<file path="src/rtl/apb_master_sequencer.sv">
`default_nettype none
// +----------------------------------------------------------------------------+
// | Module   : apb_master_sequencer                                           |
// | Brief    : Two-requester round-robin APB master with address decode.      |
// |            Optional macro APB_PREADY_EN adds the Pready wait-state input. |
// | Revision : 1.0                                                            |
// +----------------------------------------------------------------------------+
module apb_master_sequencer #(
    parameter int          NSLV     = 4,
    parameter logic [31:0] SLV_BASE = 32'h8000_0000
) (
    input  logic             clock,
    input  logic             reset,
    input  logic [1:0]       req_valid,
    output logic [1:0]       req_ready,
    input  logic [63:0]      req_addr,
    input  logic [1:0]       req_write,
    input  logic [63:0]      req_wdata,
    output logic             rsp_valid,
    output logic             rsp_id,
    output logic [31:0]      rsp_rdata,
    output logic             rsp_err,
    output logic [31:0]      Paddr,
    output logic [31:0]      Pwdata,
    output logic             Pwrite,
    output logic             Penable,
    output logic [NSLV-1:0]  Pselx,
    input  logic [31:0]      Prdata
`ifdef APB_PREADY_EN
    ,
    input  logic             Pready
`endif
);

    typedef enum logic [2:0] {
        S_IDLE   = 3'd0,
        S_SETUP  = 3'd1,
        S_ACCESS = 3'd2,
        S_RESP   = 3'd3,
        S_ERR    = 3'd4
    } state_t;

    // Window size kept 33 bits wide so an address below the base wraps above it.
    localparam logic [32:0] c_WIN_SIZE = 33'(NSLV) << 26;

    state_t            r_state, w_next;
    logic              r_prio;
    logic              r_id;
    logic [31:0]       r_rdata;
    logic [31:0]       r_paddr;
    logic [31:0]       r_pwdata;
    logic              r_pwrite;
    logic              r_penable;
    logic [NSLV-1:0]   r_pselx;

    logic              w_accept;
    logic              w_grant;
    logic [31:0]       w_gaddr;
    logic [32:0]       w_off;
    logic              w_in_range;
    logic [5:0]        w_idx;
    logic [NSLV-1:0]   w_sel;
    logic              w_complete;

`ifdef APB_PREADY_EN
    assign w_complete = Pready;
`else
    assign w_complete = 1'b1;
`endif

    // r_prio names the requester that wins the next two-way contention.
    assign w_grant    = (req_valid == 2'b11) ? r_prio : req_valid[1];
    assign w_accept   = (r_state == S_IDLE) && (|req_valid) && !reset;
    assign w_gaddr    = req_addr[32*w_grant +: 32];
    assign w_off      = {1'b0, w_gaddr} - {1'b0, SLV_BASE};
    assign w_in_range = (w_off < c_WIN_SIZE);
    assign w_idx      = w_off[31:26];

    always_comb begin
        w_sel = '0;
        for (int i = 0; i < NSLV; i++) begin
            if (w_idx == 6'(i)) begin
                w_sel[i] = 1'b1;
            end
        end
    end

    always_comb begin
        w_next = r_state;
        case (r_state)
            S_IDLE:   if (|req_valid) w_next = w_in_range ? S_SETUP : S_ERR;
            S_SETUP:  w_next = S_ACCESS;
            S_ACCESS: if (w_complete) w_next = S_RESP;
            S_RESP:   w_next = S_IDLE;
            S_ERR:    w_next = S_IDLE;
            default:  w_next = S_IDLE;
        endcase
    end

    always_ff @(posedge clock or posedge reset) begin
        if (reset) begin
            r_state   <= S_IDLE;
            r_prio    <= 1'b0;
            r_id      <= 1'b0;
            r_rdata   <= '0;
            r_paddr   <= '0;
            r_pwdata  <= '0;
            r_pwrite  <= 1'b0;
            r_penable <= 1'b0;
            r_pselx   <= '0;
        end else begin
            r_state <= w_next;
            if (w_accept) begin
                r_id    <= w_grant;
                r_prio  <= ~w_grant;
                r_rdata <= '0;
                // Bus-facing registers only change for a decodable address.
                if (w_in_range) begin
                    r_paddr  <= w_gaddr;
                    r_pwrite <= req_write[w_grant];
                    r_pwdata <= req_wdata[32*w_grant +: 32];
                    r_pselx  <= w_sel;
                end
            end
            if (r_state == S_SETUP) begin
                r_penable <= 1'b1;
            end
            if ((r_state == S_ACCESS) && w_complete) begin
                r_rdata   <= r_pwrite ? 32'h0 : Prdata;
                r_pselx   <= '0;
                r_penable <= 1'b0;
            end
        end
    end

    assign req_ready = w_accept ? (2'b01 << w_grant) : 2'b00;
    assign rsp_valid = (r_state == S_RESP) || (r_state == S_ERR);
    assign rsp_err   = (r_state == S_ERR);
    assign rsp_id    = r_id;
    assign rsp_rdata = r_rdata;
    assign Paddr     = r_paddr;
    assign Pwdata    = r_pwdata;
    assign Pwrite    = r_pwrite;
    assign Penable   = r_penable;
    assign Pselx     = r_pselx;

endmodule
`default_nettype wire

</file>
<file path="config.mk">
export PLATFORM = sky130hd
export DESIGN_NAME = apb_master_sequencer
export DESIGN_NICKNAME = d
export VERILOG_FILES = /design/src/rtl/apb_master_sequencer.sv
export SDC_FILE = /design/constraint.sdc
export NUM_CORES = 1
export LEC_CHECK = 0
export CAP_MARGIN = 20
export CORE_UTILIZATION = 35
export CTS_BUF_LIST = sky130_fd_sc_hd__clkbuf_2
export DETAILED_ROUTE_END_ITERATION = 6
export GPL_TIMING_DRIVEN = 0
export HOLD_SLACK_MARGIN = 0.05
export PLACE_DENSITY = 0.78
export SLEW_MARGIN = 20
export SYNTH_ARGS = -nofsm -noshare
export SYNTH_HDL_FRONTEND = slang
export SYNTH_SLANG_ARGS = --single-unit
</file>
<file path="constraint.sdc">
create_clock -name clock -period 6.4 [get_ports clock]
set_clock_uncertainty 0.2 [all_clocks]
set_input_delay 1.28 -clock clock [delete_from_list [all_inputs] [get_ports clock]]
set_output_delay 1.28 -clock clock [all_outputs]
set_load 0.05 [all_outputs]
</file>
==> results of run 1 <==
[final timing paths]
path	from	endpoint	slack (ps)
setup / recovery	req_valid[0]	req_ready[1]	1220
hold / removal	Paddr[31]$_DFFE_PP0P_	Paddr[31]$_DFFE_PP0P_	320
setup reg to reg	r_state[1]$_DFFE_PP0P_	Paddr[22]$_DFFE_PP0P_	3810
hold reg to reg	Paddr[31]$_DFFE_PP0P_	Paddr[31]$_DFFE_PP0P_	320
max in group asynchronous	reset	Paddr[30]$_DFFE_PP0P_	4450
min in group asynchronous	reset	Pwdata[4]$_DFFE_PP0P_	880
[flip-flops by register name, indices dropped and copies added, names as in the netlist]
| register | count |
|---|---|
| rsp_id | 1 |
| Paddr | 32 |
| Pwrite | 1 |
| Pselx | 4 |
| rsp_rdata | 32 |
| r_state | 3 |
| r_prio | 1 |
| Penable | 1 |
| Pwdata | 32 |
[final cells by class]
cell class / count / area [µm²]
repair buffers: 272 / 2740
well taps: 176 / 220.2
flip-flops and latches: 107 / 2678
multi-input cells: 203 / 1931
plain buffers: 22 / 136.4
fillers: 1104 / 5395
clock buffers: 9 / 45.04
clock inverters: 7 / 77.57
inverters: 4 / 20.02
[metal layers]
layer	vias to the layer above	GRT usage
met4	0	0.06883
met3	18	0.06274
met2	176	0.3469
met5	-	0
li1	1799	-
met1	1856	0.2240
[logic make-up (layout without fill, tap and decap cells)]
family,count (synthesis),after routing
xor gates and xnor gates,1,1
buffers and inverters,26,314
muxes,118,118
and+or+nand+nor,32,32
DFF,107,107
AOI/OAI and AO/OA,52,52
[placed cells by master, fill, tap and decap left out, types with 2 or more instances in the layout]
cell	netlist	final
nor2_1	9	9
a21oi_1	3	3
buf_6	7	7
mux2_2	106	106
dfrtp_1	107	107
nor2b_1	3	3
a21o_1	3	3
clkbuf_2	0	9
nand3_1	3	3
mux2_1	12	12
a22o_1	32	32
clkbuf_1	13	13
nand2_1	8	8
o21bai_1	2	2
nor4_1	2	2
clkinvlp_4	0	3
inv_1	4	3
o22ai_1	5	5
or2_1	2	2
clkdlybuf4s50_1	0	271
o21a_1	2	2
[power by group through the flow]
stage	sequential [mW]	combinational, mW	clock [mW]
2_1_floorplan	1.98	0.457	0
3_3_place_gp	1.09	2.10	0
3_5_place_dp	1.10	2.13	0
4_1_cts	1.09	2.13	0.343
5_1_grt	1.12	2.20	0.369
6_report	1.09	2.11	0.331
[through the flow]
stage	utilization	setup slack, ps	area [µm²]	instances
after floorplan	-	2049	4760	336
after global placement	0.5809	603.1	7692	783
after detailed placement	0.5833	1170	7725	784
after CTS	0.5926	1185	7848	800
after global routing	0.5926	980.9	7848	800
final	0.5926	1223	7848	800
==> summary.md, run 1 <==
| Metric | Value |
|---|---|
| Worst slew pin tran | 790.1 ps |
| 1st-pass router iterations | 4 |
| Num ports | 273 |
| Crit-path cells | clkdlybuf4s50_1, nand2b_1, buf_1, nand2_1, clkbuf_1, nor2_1, clkdlybuf4s50_1 |
| Die footprint | 14,070 µm² |
| Port Buffers | 271 |
| Worst endpoint required time | 4920 ps |
| Fraction of layout cells with a size suffix above 1 | 0.2163 |
| Core area | 13,240 µm² |
| NetSw | 1.707 mW |
| Post-route antenna net violation count | 0 |
| Status | completed |
| Complex-gate fraction of the synthesized area | 0.09069 |
| Setup crit start kind | input pin |
| Worst vdd ir | 0.0002626 V |
| Post-synth EDFFs | 0 |
| Ant diodes | 0 |
| Simple-Gate Fraction of Synth Area | 0.03391 |
| Synth cell count leaders | dfrtp_1 (107), mux2_2 (106), a22o_1 (32) |
| Fin crit share | 0.8090 |
| Total track usage | 0.1973 |
| Pwr dens | 449.4 nW/µm² |
| CTS Buf Count | 9 |
| Die Span Y | 118.6 µm |
| Overall via count from detail_route | 3,849 |
| Top-count cell post-synth | dfrtp_1 |
| CP max FO | 10 |
| Hold_ws | 317.6 ps |
| Routed wl met3 | 1211 µm |
| Synth Area in Adders | 0 |
| Vias/cell | 4.811 |
| Synthesized instance count | 336 |
| Tot Pwr | 3.527 mW |
| Uppermost layer routed | met4 |
| M1 WL | 5197 µm |
| RSZ-0062 raised after global routing | false |
| Post-DP HPWL | 10,660 µm |
| Largest net degree at the start of global routing | 69 |
| Minimum clock period after layout | 5177 ps |
| Buf/Inv on CP | 4 |
| DRC viols | 0 |
| CTS tree | yes |
| Area grow syn2layout | 64.88% |
| Final wirelength | 13,730 µm |
| Pins Over Slew Limit | 0 |
| CP Depth | 7 |
| Synth Area in XOR/XNOR | 0.001840 |
| Max Cap Violations | 0 |
| Final Net Count | 785 |
| Arr. time, crit path | 3700 ps |
| Critical path type | in -> out |
| Clock root cell | clkbuf_2 |
| WL per Instance | 17.16 µm |
| TNS Setup | 0 ps |
| Hold WC Path Type | reg -> reg |
| Cell-internal power | 1.820 mW |
| Leakage | 3.325 nW |
| Worst r2r path cells | 6 |
| Vias in the first global route | 4,121 |
| Max Clock Freq | 193.1 MHz |
| Hold Buf Count CTS | 0 |
| Detailed Route Iter0 Violations | 80 |
| Gr ovfl total | 0 |
| Post-Syn Area | 4760 µm² |
| Overall die width | 118.6 µm |
| Final setup fails | 0 |
| Post-synth top area share | 0.5626 |
| Net Sw Frac | 0.4839 |
| Leading area contributor after synthesis | dfrtp_1 |
| Worst-Skew Late Latency | 580 ps |
| Bufs on Longest Clock Path | 2 |
| First-pass GRT wire length | 21,670 µm |
| Gate power share | 0.598 |
| Rows | 42 |
| Syn_nets | 502 |
| Clock share of power | 0.094 |
| Largest family of logic cells by synthesized area | multiplexers |
| Synthesized flop and latch total | 107 |
| Worst hold path depth | 1 |
| Top delay family on crit path | buffers and inverters |
| Initial Util | 0.3594 |
| Largest stage delay on the critical path | 850 ps |
| Flop pwr share | 0.309 |
| Routed length on met2 | 7046 µm |
| Yosys cell types | 31 |
| Top cell by count, worst path | clkdlybuf4s50_1 |
| Synth area leaders | dfrtp_1 (56%), mux2_2 (25%), a22o_1 (5.9%) |
| Post-synthesis sequential area ratio | 0.5626 |
| Antenna violations before repair | 0 |
| Yosys Warn Count | 0 |
| Clock Pin Slew Worst Setup and Hold Paths | 290 ps |
| Final hold violation count | 0 |
| Critical Path Slowest Stage Cell | clkdlybuf4s50_1 |
| Post-CTS setup buffer count | 0 |
| CP Capture Type | output port |
| PostCTS Resize Cnt | 0 |
| Post-synth ARST share | 1.000 |
| Max_slew headroom | 0.4658 |
| Clock sinks | 107 |
| Syn Area/Cell | 14.17 µm² |
| GP Congestion | 0.7508 |
| Htree depth | 3 |
| Ys flop type | dfrtp_1 |
| Mux contribution to synthesized area | 0.2792 |
Power figures use the tool's default switching activity.
==> run 2: changes to the inputs <==
PLACE_DENSITY = 0.81   (was 0.78)
clock period = 4.7 ns   (was 6.4 ns; I/O delays follow)
==> run 2 against run 1 <==
- via count down 0.94%
- combinational power up 36%
- final cell count unchanged
- hold slack worse by 13 ps
- register-to-register slack worse by 1700 ps
- power up 36%
- clock-buffer cell count unchanged
- sequential share of layout area about the same
- die area unchanged
- critical path type unchanged
==> summary.md, run 2 (same netlist as run 1, synthesis figures left out) <==
| Metric | Value |
|---|---|
| Status | completed |
| Pins Over Slew Limit | 0 (unchanged) |
| Core area | 13,240 µm² (unchanged) |
| Max Clock Freq | 222.4 MHz |
| Die footprint | 14,070 µm² (unchanged) |
| Grt met2 use | 0.3432 (-0.003655) |
| Commonest non-fill, non-tap cell in the layout | clkdlybuf4s50_1 |
| Total track usage | 0.1924 (-0.004860) |
| Num ports | 273 (unchanged) |
| Clock root cell | clkbuf_2 |
| RSZ-0062 raised after global routing | false |
| Worst vdd ir | 0.0004652 V (+77%) |
| CTS tree | yes |
| Clock share of power | 0.095 (about the same) |
| Vias/cell | 4.766 (-0.94%) |
| WHS Endpoint | Paddr[31]$_DFFE_PP0P_ |
| Clock sinks | 107 (unchanged) |
| Max Cap Violations | 0 (unchanged) |
| NetSw | 2.323 mW (+36%) |
| Met1 usage in global routing | 0.2182 (-0.005760) |
| Clock Pin Slew Worst Setup and Hold Paths | 300 ps (about the same) |
| Cell-internal power | 2.486 mW (+37%) |
| Gr ovfl total | 0 (unchanged) |
| Worst-Skew Late Latency | 560 ps (-20 ps) |
| Gate power share | 0.597 (about the same) |
| CTS Buf Count | 9 (unchanged) |
| Initial Util | 0.3594 (unchanged) |
| Final Net Count | 785 (unchanged) |
| Grt peak-use layer | met2 |
| Reg-to-reg slack, setup | 2070 ps (-1740 ps) |
| Final wirelength | 13,320 µm (-3.0%) |
| Capture point of the worst reg-to-reg path | Paddr[18]$_DFFE_PP0P_ |
| Minimum clock period after layout | 4496 ps |
| Net Sw Frac | 0.4830 (-0.0009231) |
| Detailed Route Iter0 Violations | 115 (+44%) |
| Htree depth | 3 (unchanged) |
| Setup crit start kind | input pin |
| Crit Reg-Reg Startpoint | r_state[1]$_DFFE_PP0P_ |
| Overall via count from detail_route | 3,813 (-0.94%) |
| Hold_ws | 304.6 ps (-12.99 ps) |
| Post-route antenna net violation count | 0 (unchanged) |
| M3 GR Usage | 0.05550 (-0.007239) |
| Min-delay src | Paddr[31]$_DFFE_PP0P_ |
| GP Congestion | 0.7650 (+1.9%) |
| Post-CTS setup buffer count | 0 (unchanged) |
| Max_slew headroom | 0.5757 (+0.1098) |
| DRC viols | 0 (unchanged) |
| Pwr dens | 612.3 nW/µm² (+36%) |
| Rows | 42 (unchanged) |
| CP max FO | 10 (unchanged) |
| Die Span Y | 118.6 µm (unchanged) |
| Hold WC Path Type | reg -> reg |
| Post-DP HPWL | 10,490 µm (-1.6%) |
| Overall die width | 118.6 µm (unchanged) |
| Flop pwr share | 0.308 (about the same) |
| Worst r2r path cells | 6 (unchanged) |
| Vias in the first global route | 4,239 (+2.9%) |
| CP Capture Type | output port |
| Fin crit share | 0.9566 |
| Port Buffers | 271 (unchanged) |
| Area grow syn2layout | 65.04% (about the same) |
| Ant diodes | 0 (unchanged) |
| WL per Instance | 16.64 µm (-3.0%) |
| Arr. time, crit path | 3360 ps (-340 ps) |
| Leakage | 3.331 nW (+0.20%) |
| Most frequent cells in the layout | clkdlybuf4s50_1 (271), dfrtp_1 (107), mux2_2 (106) |
| Bufs on Longest Clock Path | 2 (unchanged) |
| Final setup fails | 0 (unchanged) |
| Core Util, Final | 0.5932 (about the same) |
| Antenna violations before repair | 0 (unchanged) |
| 1st-pass router iterations | 4 (unchanged) |
| Fraction of layout cells with a size suffix above 1 | 0.2163 (unchanged) |
| Hold Buf Count CTS | 0 (unchanged) |
| Critical path type | in -> out |
| Final hold violation count | 0 (unchanged) |
| Largest net degree at the start of global routing | 78 (+13%) |
| First-pass GRT wire length | 21,210 µm (-2.1%) |
| Worst slew pin tran | 636.5 ps (-153.6 ps) |
| Worst hold path depth | 1 (unchanged) |
| PostCTS Resize Cnt | 0 (unchanged) |
| Worst endpoint required time | 3560 ps (-1360 ps) |
## run 2: cell count changes in the layout (fill, tap and decap cells not counted)
cell	delta
inv_6	+1
inv_8	+1
clkinvlp_4	-1
clkinv_2	-1
## run 2: worst max path at each step
stage                       startpoint               endpoint  slack (ps)  cells after the start
after detailed placement  req_valid[0]           req_ready[1]         160                      7
after floorplan                  reset   Paddr[0]$_DFFE_PP0P_         740                      1
after CTS                 req_valid[0]           req_ready[1]         150                      7
final                     req_valid[0]           req_ready[1]         200                      7
after global placement           reset  Paddr[11]$_DFFE_PP0P_        -700                      2
after global routing      req_valid[0]           req_ready[1]          20                      7
## run 2: final cells by class
| class | count | area [µm²] |
|---|---|---|
| clock buffer | 9 | 45.04 |
| timing repair buffer | 272 | 2740 |
| tap | 176 | 220.2 |
| inverter | 4 | 20.02 |
| clock inverter | 7 | 85.08 |
| sequential | 107 | 2678 |
| multi-input combinational | 203 | 1931 |
| buffer | 22 | 136.4 |
| fill | 1097 | 5388 |
## run 2: power by group through the flow
| stage | Clock [mW] | Sequential [mW] | Combinational [mW] |
|---|---|---|---|
| floorplan | 0 | 2.69 | 0.623 |
| finish | 0.456 | 1.48 | 2.87 |
| CTS | 0.480 | 1.49 | 2.90 |
| global route | 0.513 | 1.53 | 2.99 |
| detailed placement | 0 | 1.50 | 2.89 |
| global placement | 0 | 1.49 | 2.85 |
## run 2: metrics by stage
stage	worst slack [ps]	setup TNS [ps]	total power [mW]	cell area (µm²)	instances
after floorplan	742.8	0	3.317	4760	336
after global placement	-701.1	-74520	4.336	7692	783
after detailed placement	156.2	0	4.393	7725	784
after CTS	151.7	0	4.864	7855	800
after global routing	20.56	0	5.031	7855	800
final	203.8	0	4.809	7855	800
## run 2: routing by layer
| layer | vias to the layer above | wire, µm | share of wire |
|---|---|---|---|
| li1 | 1794 | - | - |
| met1 | 1839 | 5352 | 0.40 |
| met2 | 167 | 6650 | 0.50 |
| met3 | 13 | 1115 | 0.084 |
| met4 | 0 | 196 | 0.015 |
| met5 | - | 0 | 0 |
## run 2: worst max-delay path, cell delays in order
cell,delay [ps]
clkdlybuf4s50_1,420
nand2b_1,70
buf_1,220
nand2_1,240
clkbuf_1,330
nor2_1,260
clkdlybuf4s50_1,860
==> run 3: changes to the inputs <==
CTS_CLUSTER_SIZE = 24   (was unset)
PLACE_DENSITY = 0.78   (was 0.81)
clock period = 4.9 ns   (was 4.7 ns; I/O delays follow)
==> results of run 3 <==
Same layout as run 1 (identical final DEF). Status: completed.
Among the figures that moved: setup slack after placement 1170 ps -> 270.5 ps; setup slack after layout 1223 ps -> 322.6 ps; register-to-register setup slack 3810 ps -> 2310 ps; total power 3.527 mW -> 4.607 mW; worst IR drop on VDD 0.0002626 V -> 0.0003430 V
